[src/rtl/alu_cmd_sequencer_if.sv]
// Command, ALU and response signal bundle for alu_cmd_sequencer.
// slave is the sequencer side; master is the environment side.
interface alu_cmd_sequencer_if #(
  parameter int TAG_W = 4
);
  logic             cmd_valid;
  logic             cmd_ready;
  logic [2:0]       cmd_op;
  logic [12:0]      cmd_x;
  logic [12:0]      cmd_y;
  logic [TAG_W-1:0] cmd_tag;

  logic [12:0]      alu_x;
  logic [12:0]      alu_y;
  logic [2:0]       alu_opcode;
  logic [12:0]      alu_result;
  logic             alu_status;

  logic             rsp_valid;
  logic             rsp_ready;
  logic [12:0]      rsp_result;
  logic             rsp_status;
  logic [TAG_W-1:0] rsp_tag;
  logic             rsp_err;

  modport slave (
    input  cmd_valid, cmd_op, cmd_x, cmd_y, cmd_tag,
    output cmd_ready,
    output alu_x, alu_y, alu_opcode,
    input  alu_result, alu_status,
    output rsp_valid, rsp_result, rsp_status, rsp_tag, rsp_err,
    input  rsp_ready
  );

  modport master (
    output cmd_valid, cmd_op, cmd_x, cmd_y, cmd_tag,
    input  cmd_ready,
    input  alu_x, alu_y, alu_opcode,
    output alu_result, alu_status,
    input  rsp_valid, rsp_result, rsp_status, rsp_tag, rsp_err,
    output rsp_ready
  );
endinterface

[src/rtl/alu_cmd_sequencer.sv]
// Buffers ALU commands in a FIFO and sequences them through an external ALU.
// Optional divide-by-zero screening: define ALU_DIVZERO_CHK_EN.
module alu_cmd_sequencer #(
  parameter int DEPTH = 4,
  parameter int TAG_W = 4
) (
  input logic             aclk,
  input logic             aresetn,
  alu_cmd_sequencer_if.slave bus
);
  localparam int AW = $clog2(DEPTH);

  typedef struct packed {
    logic [2:0]       op;
    logic [12:0]      x;
    logic [12:0]      y;
    logic [TAG_W-1:0] tag;
  } cmd_t;

  typedef enum logic [1:0] {
    IDLE,
    ISSUE,
    WAIT,
    HOLD
  } state_t;

  cmd_t             mem [DEPTH];
  logic [AW-1:0]    wptr, rptr;
  logic [AW:0]      count;
  logic             full, empty;
  logic             push, pop;
  cmd_t             head;
  logic             dz;

  state_t           state, state_d;
  logic             load_alu, load_rsp, load_dz, rsp_clr;
  logic [TAG_W-1:0] tag_q;

  assign full          = (count == (AW+1)'(DEPTH));
  assign empty         = (count == '0);
  assign bus.cmd_ready = !full;
  assign push          = bus.cmd_valid && !full;
  assign head          = mem[rptr];

`ifdef ALU_DIVZERO_CHK_EN
  assign dz = ((head.op == 3'b011) || (head.op == 3'b100))
            && (head.y == '0);
`else
  assign dz = 1'b0;
`endif

  always_ff @(posedge aclk) begin
    if (push) begin
      mem[wptr] <= '{op: bus.cmd_op, x: bus.cmd_x,
                     y: bus.cmd_y, tag: bus.cmd_tag};
    end
  end

  always_ff @(posedge aclk or negedge aresetn) begin
    if (!aresetn) begin
      wptr  <= '0;
      rptr  <= '0;
      count <= '0;
    end else begin
      if (push) wptr <= wptr + 1'b1;
      if (pop)  rptr <= rptr + 1'b1;
      unique case ({push, pop})
        2'b10:   count <= count + 1'b1;
        2'b01:   count <= count - 1'b1;
        default: count <= count;
      endcase
    end
  end

  always_ff @(posedge aclk or negedge aresetn) begin
    if (!aresetn) state <= IDLE;
    else          state <= state_d;
  end

  // A pop either issues to the ALU or, when screened, answers directly.
  always_comb begin
    state_d  = state;
    pop      = 1'b0;
    load_alu = 1'b0;
    load_rsp = 1'b0;
    load_dz  = 1'b0;
    rsp_clr  = 1'b0;
    unique case (state)
      IDLE: begin
        if (!empty) begin
          pop = 1'b1;
          if (dz) begin
            load_dz = 1'b1;
            state_d = HOLD;
          end else begin
            load_alu = 1'b1;
            state_d  = ISSUE;
          end
        end
      end
      ISSUE: state_d = WAIT;
      WAIT: begin
        load_rsp = 1'b1;
        state_d  = HOLD;
      end
      HOLD: begin
        if (bus.rsp_ready) begin
          rsp_clr = 1'b1;
          state_d = IDLE;
          if (!empty) begin
            pop = 1'b1;
            if (dz) begin
              load_dz = 1'b1;
              state_d = HOLD;
            end else begin
              load_alu = 1'b1;
              state_d  = ISSUE;
            end
          end
        end
      end
      default: state_d = IDLE;
    endcase
  end

  always_ff @(posedge aclk or negedge aresetn) begin
    if (!aresetn) begin
      bus.alu_x      <= '0;
      bus.alu_y      <= '0;
      bus.alu_opcode <= '0;
      tag_q          <= '0;
    end else if (load_alu) begin
      bus.alu_x      <= head.x;
      bus.alu_y      <= head.y;
      bus.alu_opcode <= head.op;
      tag_q          <= head.tag;
    end
  end

  always_ff @(posedge aclk or negedge aresetn) begin
    if (!aresetn) begin
      bus.rsp_valid  <= 1'b0;
      bus.rsp_result <= '0;
      bus.rsp_status <= 1'b0;
      bus.rsp_tag    <= '0;
      bus.rsp_err    <= 1'b0;
    end else begin
      unique case (1'b1)
        load_rsp: begin
          bus.rsp_valid  <= 1'b1;
          bus.rsp_result <= bus.alu_result;
          bus.rsp_status <= bus.alu_status;
          bus.rsp_tag    <= tag_q;
          bus.rsp_err    <= 1'b0;
        end
        load_dz: begin
          bus.rsp_valid  <= 1'b1;
          bus.rsp_result <= '0;
          bus.rsp_status <= 1'b1;
          bus.rsp_tag    <= head.tag;
          bus.rsp_err    <= 1'b1;
        end
        rsp_clr: bus.rsp_valid <= 1'b0;
        default: ;
      endcase
    end
  end
endmodule

[src/flat_wrapper.sv]
// flat-port wrapper written by rule: the top's interface ports become plain ports
module alu_cmd_sequencer_flat 
#(
  parameter int DEPTH = 4,
  parameter int TAG_W = 4
)
  (aclk, aresetn, bus_cmd_valid, bus_cmd_op, bus_cmd_x, bus_cmd_y, bus_cmd_tag, bus_cmd_ready, bus_alu_x, bus_alu_y, bus_alu_opcode, bus_alu_result, bus_alu_status, bus_rsp_valid, bus_rsp_result, bus_rsp_status, bus_rsp_tag, bus_rsp_err, bus_rsp_ready);
  alu_cmd_sequencer_if #(.TAG_W(TAG_W)) bus_i ();
  input logic aclk;
  input logic aresetn;
  input wire logic [$bits(bus_i.cmd_valid)-1:0] bus_cmd_valid;
  input wire logic [$bits(bus_i.cmd_op)-1:0] bus_cmd_op;
  input wire logic [$bits(bus_i.cmd_x)-1:0] bus_cmd_x;
  input wire logic [$bits(bus_i.cmd_y)-1:0] bus_cmd_y;
  input wire logic [$bits(bus_i.cmd_tag)-1:0] bus_cmd_tag;
  output wire logic [$bits(bus_i.cmd_ready)-1:0] bus_cmd_ready;
  output wire logic [$bits(bus_i.alu_x)-1:0] bus_alu_x;
  output wire logic [$bits(bus_i.alu_y)-1:0] bus_alu_y;
  output wire logic [$bits(bus_i.alu_opcode)-1:0] bus_alu_opcode;
  input wire logic [$bits(bus_i.alu_result)-1:0] bus_alu_result;
  input wire logic [$bits(bus_i.alu_status)-1:0] bus_alu_status;
  output wire logic [$bits(bus_i.rsp_valid)-1:0] bus_rsp_valid;
  output wire logic [$bits(bus_i.rsp_result)-1:0] bus_rsp_result;
  output wire logic [$bits(bus_i.rsp_status)-1:0] bus_rsp_status;
  output wire logic [$bits(bus_i.rsp_tag)-1:0] bus_rsp_tag;
  output wire logic [$bits(bus_i.rsp_err)-1:0] bus_rsp_err;
  input wire logic [$bits(bus_i.rsp_ready)-1:0] bus_rsp_ready;
  assign bus_i.cmd_valid = bus_cmd_valid;
  assign bus_i.cmd_op = bus_cmd_op;
  assign bus_i.cmd_x = bus_cmd_x;
  assign bus_i.cmd_y = bus_cmd_y;
  assign bus_i.cmd_tag = bus_cmd_tag;
  assign bus_cmd_ready = bus_i.cmd_ready;
  assign bus_alu_x = bus_i.alu_x;
  assign bus_alu_y = bus_i.alu_y;
  assign bus_alu_opcode = bus_i.alu_opcode;
  assign bus_i.alu_result = bus_alu_result;
  assign bus_i.alu_status = bus_alu_status;
  assign bus_rsp_valid = bus_i.rsp_valid;
  assign bus_rsp_result = bus_i.rsp_result;
  assign bus_rsp_status = bus_i.rsp_status;
  assign bus_rsp_tag = bus_i.rsp_tag;
  assign bus_rsp_err = bus_i.rsp_err;
  assign bus_i.rsp_ready = bus_rsp_ready;
  alu_cmd_sequencer #(.DEPTH(DEPTH), .TAG_W(TAG_W)) u_core (.aclk(aclk), .aresetn(aresetn), .bus(bus_i));
endmodule
[config.mk]
export PLATFORM = sky130hd
export DESIGN_NAME = alu_cmd_sequencer_flat
export DESIGN_NICKNAME = d
export VERILOG_FILES = /design/src/rtl/alu_cmd_sequencer_if.sv /design/src/rtl/alu_cmd_sequencer.sv /design/src/flat_wrapper.sv
export SDC_FILE = /design/constraint.sdc
export NUM_CORES = 1
export LEC_CHECK = 0
export BUFFER_PORTS_ARGS = -buffer_cell sky130_fd_sc_hd__buf_2
export CAP_MARGIN = 10
export CELL_PAD_IN_SITES_DETAIL_PLACEMENT = 0
export CELL_PAD_IN_SITES_GLOBAL_PLACEMENT = 1
export CORE_MARGIN = 3
export CORE_UTILIZATION = 53
export DETAILED_ROUTE_END_ITERATION = 8
export PLACE_DENSITY_LB_ADDON = 0.1
export SYNTH_ARGS = -nofsm -noshare
export SYNTH_HDL_FRONTEND = slang
export SYNTH_SLANG_ARGS = --single-unit
[constraint.sdc]
create_clock -name aclk -period 3.9 [get_ports aclk]
set_input_delay 0.78 -clock aclk [delete_from_list [all_inputs] [get_ports aclk]]
set_output_delay 0.78 -clock aclk [all_outputs]
set_load 0.02 [all_outputs]
# ---- Word level (Yosys, flattened, before mapping)
# Memory sizes are Yosys's and may differ from the RTL's. A register that Yosys moved wholly into a read port is not among the register bits.
# Cells that the tools add are included.
dict set report op_classes {
  n_addsub 4
  n_eq_ne 8
  muxes 14
  reduce_logical 8
}
# cell n
set ops {}
lappend ops {{1-bit two-way mux} 8}
lappend ops {{2-bit case mux with 4 select lines} 1}
lappend ops {{2-bit equality test, second input constant} 3}
lappend ops {{3-bit case mux with 2 select lines} 1}
lappend ops {{2-bit by 1-bit adder with 2-bit output, second input constant} 2}
lappend ops {{2-bit by 1-bit equality test with 1-bit output, second input constant} 2}
lappend ops {{2-bit two-way mux} 2}
lappend ops {{2-bit != test, second input constant} 2}
lappend ops {{1-bit case mux with 2 select lines} 2}
lappend ops {{2-bit nonzero test} 2}
lappend ops {{3-bit by 1-bit adder with 3-bit output, second input constant} 1}
lappend ops {{3-bit equality test, second input constant} 1}
lappend ops {{3-bit zero test} 1}
lappend ops {{3-bit by 1-bit subtractor with 3-bit output, second input constant} 1}
lappend ops {{1-bit zero test} 2}
lappend ops {{2-bit zero test} 1}
lappend ops {{2-bit AND reduction} 1}
lappend ops {{1-bit logical AND} 1}
dict set report totals {
  reg_bits 28
  ramBits 132
  input_bits 51
  out_inout_bits 50
  wordCells 43
  n_memories 1
}
# memory words width rd rd_ports_with_merged_regs wr line
set memory_table {}
lappend memory_table {u_core.mem 4 33 1 1 1 alu_cmd_sequencer.sv:27} ;# cmd_t mem [DEPTH];

# ---- Depth between registers and ports, before layout
# Gate-level depths: netlist of the first run.
dict set report logic_depth {
  depth_word 6
  depth_mapped 11
  mapped_depth_nobuf 10
}

# ---- Worst setup path before layout of the first run
# OpenSTA, ideal clock, no wires.
dict set report synth_timing {
  path_kind {input-to-reg}
  start {input port bus_rsp_ready}
  end {register u_core.count[2]}
  setup_ns 0.079
  t_arrival_ns 2.336
  required_ns 3.821
  setup_slack_ns 1.485
  cell_stages 9
  cell_sequence {a21oi_1 > nor3_4 > buf_6 > ha_1 > inv_1 > fa_1 > xor2_1 > nor2_1 > xor2_1}
}
dict set report synth_via {
  elab_chain_len 4
  word_cells_on_any_way 6
  cone_classes {eq/ne: 2; mux: 3; reduce/logical: 1}
}
# item line
set synth_rtl {}
lappend synth_rtl {{from (decl)} flat_wrapper.sv:27} ;# input wire logic [$bits(bus_i.rsp_ready)-1:0] bus_rsp_ready;
lappend synth_rtl {{1-bit two-way mux (*)} n/a}
lappend synth_rtl {{1-bit case mux with 2 select lines (*)} n/a}
lappend synth_rtl {{net u_core.load_alu} alu_cmd_sequencer.sv:36} ;# logic load_alu, load_rsp, load_dz, rsp_clr;
lappend synth_rtl {{2-bit by 1-bit equality test with 1-bit output or 2-bit equality test (tied branches)} alu_cmd_sequencer.sv:67} ;# unique case ({push, pop})
lappend synth_rtl {{3-bit case mux with 2 select lines or 2-bit nonzero test (tied branches)} n/a}
lappend synth_rtl {{to (signal assigned)} alu_cmd_sequencer.sv:68} ;# 2'b10: count <= count + 1'b1;
lappend synth_rtl {{to (signal assigned)} alu_cmd_sequencer.sv:69} ;# 2'b01: count <= count - 1'b1;
lappend synth_rtl {{to (signal assigned)} alu_cmd_sequencer.sv:70} ;# default: count <= count;
lappend synth_rtl {{to (decl)} alu_cmd_sequencer.sv:29} ;# logic [AW:0] count;
# The timed path passes the listed nets; every way through them passes the cells marked *.
# A chain may end at the register's enable or synchronous reset.

# ---- Worst setup path after layout of the first run
dict set report layout_timing {
  start {register u_core.count[1]}
  end {output port bus_cmd_ready}
}
dict set report layout_via {
  elab_chain_len 2
}
# item line
set layout_rtl {}
lappend layout_rtl {{3-bit equality test} alu_cmd_sequencer.sv:39} ;# assign full = (count == (AW+1)'(DEPTH));
lappend layout_rtl {{1-bit zero test} alu_cmd_sequencer.sv:41} ;# assign bus.cmd_ready = !full;
lappend layout_rtl {{to (decl)} flat_wrapper.sv:16} ;# output wire logic [$bits(bus_i.cmd_ready)-1:0] bus_cmd_ready;
# No other way between the ends.

==> flow_metrics.py, run 1 <==
metrics = {
    "global_routing": {
        "grt_pass1_wl_um": 18400,
        "grt_pass1_vias": 3436,
        "grt-ovfl-total": 0,
        "grt_max_degree": 62,
        "antenna_found_initial": 0,
        "groute.usage.overall_pct": 17.0,
    },
    "critical_path": {
        "end_kind": "output pin",
        "startpoint_type": "flip-flop",
        "cp.required_ps": 3120,
        "r2r-start": "u_core.count[1]$_DFFE_PN0P_",
        "path_max_fanout": 6,
        "rrSetupSlack_ps": 1670,
        "ff2ff_path_depth": 9,
        "setup.worst_path.class": "reg -> out",
        "crit_arrival_ps": 1470,
        "r2r_end": "u_core.count[2]$_DFFE_PN0P_",
    },
    "placed_design": {
        "gp_congestion": 0.704,
        "dpl_cell_area_um2": 7940,
        "io_buffers": 99,
        "dpl.hpwl_um": 6990,
    },
    "sta": {
        "min_period_ps": 2250,
        "skew_ps": 5.56,
        "rsz0062_at_grt": "no",
        "maxSlewHeadroom_pct": 36.8,
        "layout_worst_path_cycle_share_pct": 57.6,
        "slew_violations": 0,
        "fin_tns_setup_ps": 0,
        "setup_viol": 0,
        "worst_slew_pin_slew_ps": 948,
        "clock.fmax_mhz": 445,
        "hold_viol": 0,
    },
    "worst_hold_path": {
        "min_path_type": "in -> async",
    },
    "cts": {
        "clkSinkCount": 193,
        "root_buffer": "clkbuf_16",
        "cts_max_level": 4,
        "path_clk_slew_ps": 60,
        "clk_latency_ps": 420,
        "cts_tree": "built",
        "hold_buffers": 0,
        "cts_buffer_depth": 2,
        "cts_resized": 0,
        "numCtsBuffers": 17,
        "cts_setup_buffers": 0,
    },
    "yosys": {
        "synth-xor-area-share_pct": 0.719,
        "synth_ff_type": "edfxtp_1",
        "syn_nets": 401,
        "ys_seq_area_share_pct": 75.1,
        "yosysUniqueCellTypes": 30,
        "synthMuxAreaShare_pct": 18.3,
        "synth_enable_flop_cells": 132,
        "synth_compound_area_share_pct": 0.616,
        "syn_area_um2": 7310,
        "synth.area.top_cells": "edfxtp_1, dfrtp_1, mux4_2",
        "synth_fa_ha_area_share_pct": 1.81,
        "yosys.area_share.simple_pct": 1.45,
        "ys_ff_latch": 193,
        "syn_area_per_cell_um2": 21.5,
        "syn_inst": 340,
        "netlist.area_leader.share_pct": 54.2,
        "synth-async-reset-ratio_pct": 31.6,
        "yosysTopAreaCell": "edfxtp_1",
        "synth_top_family_by_area": "multiplexers",
        "yosys_warnings": 0,
    },
    "die": {
        "ios": 101,
        "dieArea_um2": 15200,
        "core-area_um2": 13300,
        "die_h_um": 123,
        "row_count": 42,
        "start_util_pct": 54.8,
        "die_w_um": 123,
    },
    "job": {
        "maxCapViolations": 0,
    },
    "layout": {
        "area_growth_pct": 15.9,
        "drive_above_1_share_pct": 47.9,
        "layout_commonest_cell": "edfxtp_1",
        "nNetsFinal": 507,
        "final_cell_mix": "edfxtp_1, buf_2, dfrtp_1",
        "final_area_um2": 8480,
        "n_antenna_cell": 0,
    },
    "power_and_ir_drop": {
        "clkPwrFrac_pct": 22.5,
        "comb_power_share_pct": 31.8,
        "power_density_nw_per_um2": 828,
        "irDropWorstVdd_mv": 0.394,
        "p_leak_nw": 3.20,
        "p_sw_mw": 2.17,
        "p_sw_share_pct": 30.9,
        "internal_power_mw": 4.85,
        "p_seq_share_pct": 45.8,
    },
    "route": {
        "dr.pass1.iters": 4,
        "viasPerCell": 5.35,
        "vias": 3397,
        "wl_per_cell_um": 19.1,
        "wirelength_um": 12100,
        "drt-initial-drc-count": 156,
        "ant_nets": 0,
        "drc": 0,
    },
    "outcome": {
        "status": "finished, final reports clean",
    },
}
-- registers in the layout, indices dropped and copies added, names as in the netlist, 2 cells and up --
register	count
u_core.state	2
u_core.rptr	2
u_core.bus.alu_x	13
u_core.count	3
u_core.bus.rsp_tag	4
u_core.bus.alu_y	13
u_core.wptr	2
u_core.mem	132
u_core.bus.rsp_result	13
u_core.tag_q	4
u_core.bus.alu_opcode	3
-- how the worst max path moves through the flow --
stage,from,slack (ps),to
2_1_floorplan,bus_rsp_ready,1490,u_core.count[2]$_DFFE_PN0P_
3_3_place_gp,bus_rsp_ready,1650,u_core.count[2]$_DFFE_PN0P_
3_5_place_dp,bus_rsp_ready,1580,u_core.count[2]$_DFFE_PN0P_
4_1_cts,u_core.count[1]$_DFFE_PN0P_,1620,bus_cmd_ready
5_1_grt,u_core.state[1]$_DFFE_PN0P_,1510,u_core.count[2]$_DFFE_PN0P_
6_report,u_core.count[1]$_DFFE_PN0P_,1650,bus_cmd_ready
-- worst max-delay path: stages (launching register included) --
cell,delay (ps)
dfrtp_1,430
or3b_4,440
buf_2,170
-- metal layers --
metal / track usage (%) / part of all wire (%)
met1: 20.3 / 41
met2: 29.3 / 52
met3: 4.67 / 5.3
met4: 7.06 / 1.7
met5: 0 / 0
-- cell families after synthesis --
group / count (synthesis)
AOI/OAI and AO/OA: 7
and+or+nand+nor: 15
other: 1
buffers and inverters: 22
DFF: 193
xor gates and xnor gates: 6
adders and majority gates: 10
muxes: 86
-- cell usage after synthesis, types with 2 or more instances --
cell type  number
edfxtp_1      132
dfrtp_1        61
mux2_2         52
mux4_2         33
ha_1            9
inv_1           8
buf_6           7
and3_1          4
clkbuf_1        4
xor2_1          4
a21oi_1         3
nor2_1          3
buf_2           2
xnor2_1         2
-- area by class of cell --
cell class,count,area (µm²)
Clock buffer,25,475
Clock inverter,7,61.3
Timing Repair Buffer,101,513
Inverter,8,30.0
Fill cell,974,4870
Multi-Input combinational cell,125,1690
Tap cell,176,220
Sequential cell,193,5490
-- power by group through the flow --
| stage | sequential [mW] | clock [mW] | combinational [mW] |
|---|---|---|---|
| 6_report | 3.21 | 1.58 | 2.23 |
| 5_1_grt | 3.29 | 1.70 | 2.42 |
| 4_1_cts | 3.23 | 1.62 | 2.29 |
| 3_5_place_dp | 3.27 | 0 | 2.28 |
| 3_3_place_gp | 3.24 | 0 | 2.24 |
| 2_1_floorplan | 3.40 | 0 | 1.51 |
-- through the flow --
step	instances	worst slack (ps)	total power [mW]	utilization (%)	hold WS, ps
global route	635	1510	7.41	63.5	513
finish	635	1650	7.02	63.5	459
floorplan	340	1490	4.91	-	475
global placement	603	1650	5.48	59.5	484
detailed placement	603	1580	5.55	59.5	491
CTS	635	1620	7.14	63.5	483
(Power assumes the default switching activity.)
==> inputs of run 2 (changes only) <==
--- a/config.mk
+++ b/config.mk
@@ -10,7 +10,7 @@
 export CELL_PAD_IN_SITES_DETAIL_PLACEMENT = 0
 export CELL_PAD_IN_SITES_GLOBAL_PLACEMENT = 1
 export CORE_MARGIN = 3
-export CORE_UTILIZATION = 53
+export CORE_UTILIZATION = 49
 export DETAILED_ROUTE_END_ITERATION = 8
 export PLACE_DENSITY_LB_ADDON = 0.1
 export SYNTH_ARGS = -nofsm -noshare
==> constraint.sdc (replaced) <==
create_clock -name aclk -period 2.25 [get_ports aclk]
set_input_delay 0.45 -clock aclk [delete_from_list [all_inputs] [get_ports aclk]]
set_output_delay 0.45 -clock aclk [all_outputs]
set_load 0.02 [all_outputs]
==> flow_metrics.py, run 2 (same netlist as run 1, synthesis figures left out) <==
metrics = {
    "job": {
        "maxCapViolations": 0,
    },
    "worst_hold_path": {
        "min_path_type": "in -> async",
    },
    "critical_path": {
        "startpoint_type": "flip-flop",
        "r2r-start": "u_core.count[1]$_DFFE_PN0P_",
        "path_max_fanout": 6,
        "startpoint": "u_core.count[1]$_DFFE_PN0P_",
        "rrSetupSlack_ps": 120,
        "setup.worst_path.class": "reg -> reg",
        "crit_arrival_ps": 2480,
        "cp.required_ps": 2590,
        "end_kind": "flip-flop",
        "ff2ff_path_depth": 9,
    },
    "sta": {
        "min_period_ps": 2130,
        "rsz0062_at_grt": "no",
        "maxSlewHeadroom_pct": 44.7,
        "fin_tns_setup_ps": 0,
        "setup_viol": 0,
        "clock.fmax_mhz": 469,
        "layout_worst_path_cycle_share_pct": 94.8,
        "worst_slew_pin_slew_ps": 830,
        "skew_ps": 8.19,
        "hold_viol": 0,
        "slew_violations": 0,
        "hold_slack_ps": 135,
    },
    "power_and_ir_drop": {
        "clkPwrFrac_pct": 25.3,
        "internal_power_mw": 9.08,
        "power_density_nw_per_um2": 1480,
        "p_sw_mw": 3.93,
        "p_leak_nw": 3.32,
        "comb_power_share_pct": 33.3,
        "p_seq_share_pct": 41.5,
        "irDropWorstVdd_mv": 0.725,
        "p_sw_share_pct": 30.2,
    },
    "route": {
        "dr.pass1.iters": 4,
        "wl_per_cell_um": 19.1,
        "drt-initial-drc-count": 147,
        "vias": 3430,
        "viasPerCell": 5.26,
        "drc": 0,
        "wirelength_um": 12500,
        "ant_nets": 0,
    },
    "cts": {
        "cts_tree": "built",
        "path_clk_slew_ps": 70,
        "cts_max_level": 4,
        "clkSinkCount": 193,
        "root_buffer": "clkbuf_16",
        "clk_latency_ps": 420,
        "cts_buffer_depth": 2,
        "numCtsBuffers": 17,
        "hold_buffers": 0,
    },
    "die": {
        "start_util_pct": 50.1,
        "ios": 101,
        "die_w_um": 128,
        "dieArea_um2": 16400,
        "core-area_um2": 14600,
        "row_count": 44,
        "die_h_um": 128,
    },
    "layout": {
        "nNetsFinal": 516,
        "n_antenna_cell": 0,
        "final_cell_mix": "edfxtp_1, buf_2, dfrtp_1",
        "largest_reg_flops": 132,
        "drive_above_1_share_pct": 51.9,
        "area_growth_pct": 20.3,
        "top_register": "u_core.mem",
        "layout_commonest_cell": "edfxtp_1",
    },
    "global_routing": {
        "grt-ovfl-total": 0,
        "grt_pass1_wl_um": 19500,
        "antenna_found_initial": 0,
        "grt_pass1_vias": 3573,
        "groute.usage.overall_pct": 16.3,
        "grt_max_degree": 62,
    },
    "placed_design": {
        "dpl.hpwl_um": 7170,
        "gp_congestion": 0.678,
        "io_buffers": 99,
    },
    "outcome": {
        "status": "finished, final reports clean",
    },
}
==> run 2: cell count changes in the layout (fill, tap and decap cells not counted), moves of 2 or more <==
cell        previous run  this run
clkinvlp_4             0         3
ha_1                   9         7
inv_6                  0         4
buf_4                  3         5
clkinv_1               2         0
clkinv_2               3         0
buf_12                 0         7
clkbuf_1               6         0
bufinv_16              1         5
==> run 2: power by group through the flow <==
stage	Sequential [mW]	Clock (mW)	Combinational, mW
finish	5.39	3.29	4.33
global route	5.52	3.52	4.72
CTS	5.42	3.37	4.42
detailed placement	5.49	0	4.42
global placement	5.43	0	4.35
floorplan	5.90	0	2.65
==> run 2: area by class of cell <==
type | count | area [µm²]
multi-input cells | 125 | 1710
fillers | 1084 | 5800
inverters | 8 | 30.0
clock inverters | 14 | 225
repair buffers | 110 | 668
flip-flops and latches | 193 | 5490
well taps | 184 | 230
clock buffers | 18 | 439
==> run 2: routing by layer <==
| metal | GRT usage [%] | share of wire, % |
|---|---|---|
| met1 | 19.8 | 41 |
| met2 | 27.7 | 53 |
| met3 | 5.33 | 5.5 |
| met4 | 5.06 | 0.75 |
| met5 | 0 | 0 |
==> run 2: final timing paths <==
kind / end
max reg2reg: u_core.count[2]$_DFFE_PN0P_
max: u_core.count[2]$_DFFE_PN0P_
max in group asynchronous: u_core.rptr[1]$_DFFE_PN0P_
min: u_core.bus.alu_y[9]$_DFFE_PN0P_
min reg2reg: u_core.bus.alu_x[4]$_DFFE_PN0P_
min in group aclk: u_core.mem[1][7]$_DFFE_PP_
==> run 2: what timing repair did <==
item	in CTS	in global routing
setup buffers	0	1
resized for setup	0	1
setup endpoints to repair	0	1
==> run 2: per-stage QoR <==
| stage | setup WS [ps] | total power, mW | instance area (µm²) | utilization [%] | std cells |
|---|---|---|---|---|---|
| 2_1_floorplan | 6.54 | 8.55 | 7330 | - | 340 |
| 3_3_place_gp | 153 | 9.77 | 8120 | 55.7 | 619 |
| 6_report | 118 | 13.0 | 8790 | 60.3 | 652 |
| 5_1_grt | 5.99 | 13.8 | 8790 | 60.3 | 652 |
| 3_5_place_dp | 116 | 9.91 | 8120 | 55.7 | 619 |
| 4_1_cts | 99.2 | 13.2 | 8780 | 60.2 | 651 |
==> run 2: critical path: stages (launching register included) <==
cell and delay (ps):
dfrtp_2 440, or3b_4 430, and2_4 190, inv_1 80, ha_4 130, inv_1 40, fa_2 320, xor2_1 150
nor2_1 120, xor2_1 150
==> inputs of run 3 (changes only) <==
--- a/config.mk
+++ b/config.mk
@@ -13,6 +13,7 @@
 export CORE_UTILIZATION = 49
 export DETAILED_ROUTE_END_ITERATION = 8
 export PLACE_DENSITY_LB_ADDON = 0.1
+export REMOVE_ABC_BUFFERS = 1
 export SYNTH_ARGS = -nofsm -noshare
 export SYNTH_HDL_FRONTEND = slang
 export SYNTH_SLANG_ARGS = --single-unit
==> flow_metrics.py, run 3 (same netlist as run 1, synthesis figures left out) <==
metrics = {
    "outcome": {
        "status": "finished, final reports clean",
    },
    "die": {
        "die_w_um": 128,
        "dieArea_um2": 16400,
        "start_util_pct": 50.1,
        "row_count": 44,
        "core-area_um2": 14600,
        "ios": 101,
        "die_h_um": 128,
    },
    "route": {
        "drc": 0,
        "wl_per_cell_um": 19.4,
        "ant_nets": 0,
        "dr.pass1.iters": 4,
        "drt-initial-drc-count": 113,
        "viasPerCell": 5.31,
        "vias": 3461,
        "wirelength_um": 12600,
    },
    "layout": {
        "final_cells": 652,
        "top_register": "u_core.mem",
        "regArea_um2": 5490,
        "drive_above_1_share_pct": 50.0,
        "fillers": 1110,
        "largest_reg_flops": 132,
        "area_growth_pct": 18.6,
        "nNetsFinal": 516,
        "multiInputGateArea_um2": 1690,
        "layout_commonest_cell": "edfxtp_1",
        "post-route-util_pct": 59.4,
        "final_cell_mix": "edfxtp_1, buf_2, dfrtp_1",
        "n_antenna_cell": 0,
    },
    "sta": {
        "layout_worst_path_cycle_share_pct": 94.5,
        "setup_slack_ps": 123,
        "skew_ps": 6.81,
        "hold_slack_ps": 38.6,
        "setup_viol": 0,
        "min_period_ps": 2130,
        "worst_slew_pin_slew_ps": 971,
        "clock.fmax_mhz": 470,
        "maxSlewHeadroom_pct": 35.3,
        "fin_tns_setup_ps": 0,
        "hold_viol": 0,
        "rsz0062_at_grt": "no",
        "slew_violations": 0,
    },
    "power_and_ir_drop": {
        "power_density_nw_per_um2": 1470,
        "p_sw_share_pct": 30.6,
        "irDropWorstVdd_mv": 0.622,
        "clkPwrFrac_pct": 24.5,
        "p_leak_nw": 3.28,
        "p_seq_share_pct": 42.0,
        "comb_power_share_pct": 33.6,
        "internal_power_mw": 8.83,
        "p_sw_mw": 3.89,
    },
    "critical_path": {
        "path_max_fanout": 6,
        "r2r_end": "u_core.count[2]$_DFFE_PN0P_",
        "r2r-start": "u_core.count[1]$_DFFE_PN0P_",
        "end_kind": "flip-flop",
        "rrSetupSlack_ps": 120,
        "startpoint_type": "flip-flop",
        "ff2ff_path_depth": 9,
        "startpoint": "u_core.count[1]$_DFFE_PN0P_",
        "cp.required_ps": 2590,
        "setup.worst_path.class": "reg -> reg",
        "crit_end": "u_core.count[2]$_DFFE_PN0P_",
        "crit_arrival_ps": 2470,
    },
    "global_routing": {
        "groute.usage.overall_pct": 16.5,
        "grt_use_met2_pct": 26.5,
        "antenna_found_initial": 0,
        "grt_max_degree": 36,
        "grt_use_met1_pct": 22.1,
        "grt_pass1_wl_um": 20000,
        "gr-usage-met3_pct": 4.04,
        "grt-ovfl-total": 0,
        "grt_pass1_vias": 3728,
        "top_usage_layer": "met2",
    },
    "cts": {
        "cts_buffer_depth": 2,
        "cts_max_level": 4,
        "root_buffer": "clkbuf_16",
        "numCtsBuffers": 17,
        "cts_tree": "built",
        "path_clk_slew_ps": 70,
        "clkSinkCount": 193,
        "clk_latency_ps": 420,
    },
    "job": {
        "maxCapViolations": 0,
    },
    "placed_design": {
        "gp_congestion": 0.705,
        "io_buffers": 99,
        "dpl.hpwl_um": 7340,
        "place_ws_ps": 92.7,
        "dp.cells": 619,
    },
    "worst_hold_path": {
        "min_path_type": "in -> async",
    },
}
[run 3: worst min-delay path by stage]
stage	start	to	slack, ps	cells after the start
finish	aresetn	u_core.bus.rsp_result[10]$_DFFE_PN0P_	40	1
global route	aresetn	u_core.bus.rsp_status$_DFFE_PN0P_	50	1
CTS	aresetn	u_core.bus.rsp_status$_DFFE_PN0P_	40	1
detailed placement	u_core.bus.rsp_result[9]$_DFFE_PN0P_	u_core.bus.rsp_result[9]$_DFFE_PN0P_	490	1
global placement	u_core.bus.rsp_result[3]$_DFFE_PN0P_	u_core.bus.rsp_result[3]$_DFFE_PN0P_	480	1
floorplan	aresetn	u_core.bus.alu_opcode[0]$_DFFE_PN0P_	150	0
[run 3: power by group through the flow]
stage	registers [mW]	clock network [mW]	logic (mW)
finish	5.34	3.11	4.27
global route	5.45	3.32	4.66
CTS	5.36	3.18	4.37
detailed placement	5.42	0	4.36
global placement	5.37	0	4.31
floorplan	6.11	0	2.23
[run 3: what timing repair did]
item,CTS,global route
buffers inserted,0,1
resized for setup,0,1
hold buffers,0,0
setup endpoints to repair,0,1
[run 3: final cells by class]
| type | count | share of cell area, % |
|---|---|---|
| Sequential cell | 193 | 63.3 |
| Multi-Input combinational cell | 125 | 19.4 |
| Timing Repair Buffer | 110 | 7.10 |
| Clock buffer | 19 | 4.99 |
| Tap cell | 184 | 2.65 |
| Clock inverter | 13 | 2.14 |
| Inverter | 8 | 0.346 |
[run 3: critical path, cell delays in order (launching register included)]
cell and delay (ps):
dfrtp_1 380, or3b_4 430, and2_4 190, inv_1 50
ha_1 170, inv_1 60, fa_1 380, xor2_1 150
nor2_1 110, xor2_1 140
[run 3: routing by layer]
metal	up-vias	wire [µm]
li1	1565	-
met1	1796	5610
met2	85	6260
met3	15	580
met4	0	189
met5	-	0
[run 3: per-stage QoR]
step / power, mW / cell area [µm²]
after global routing: 13.4 / 8670
after floorplan: 8.34 / 7200
final: 12.7 / 8670
after global placement: 9.68 / 8050
after CTS: 12.9 / 8660
after detailed placement: 9.78 / 8050
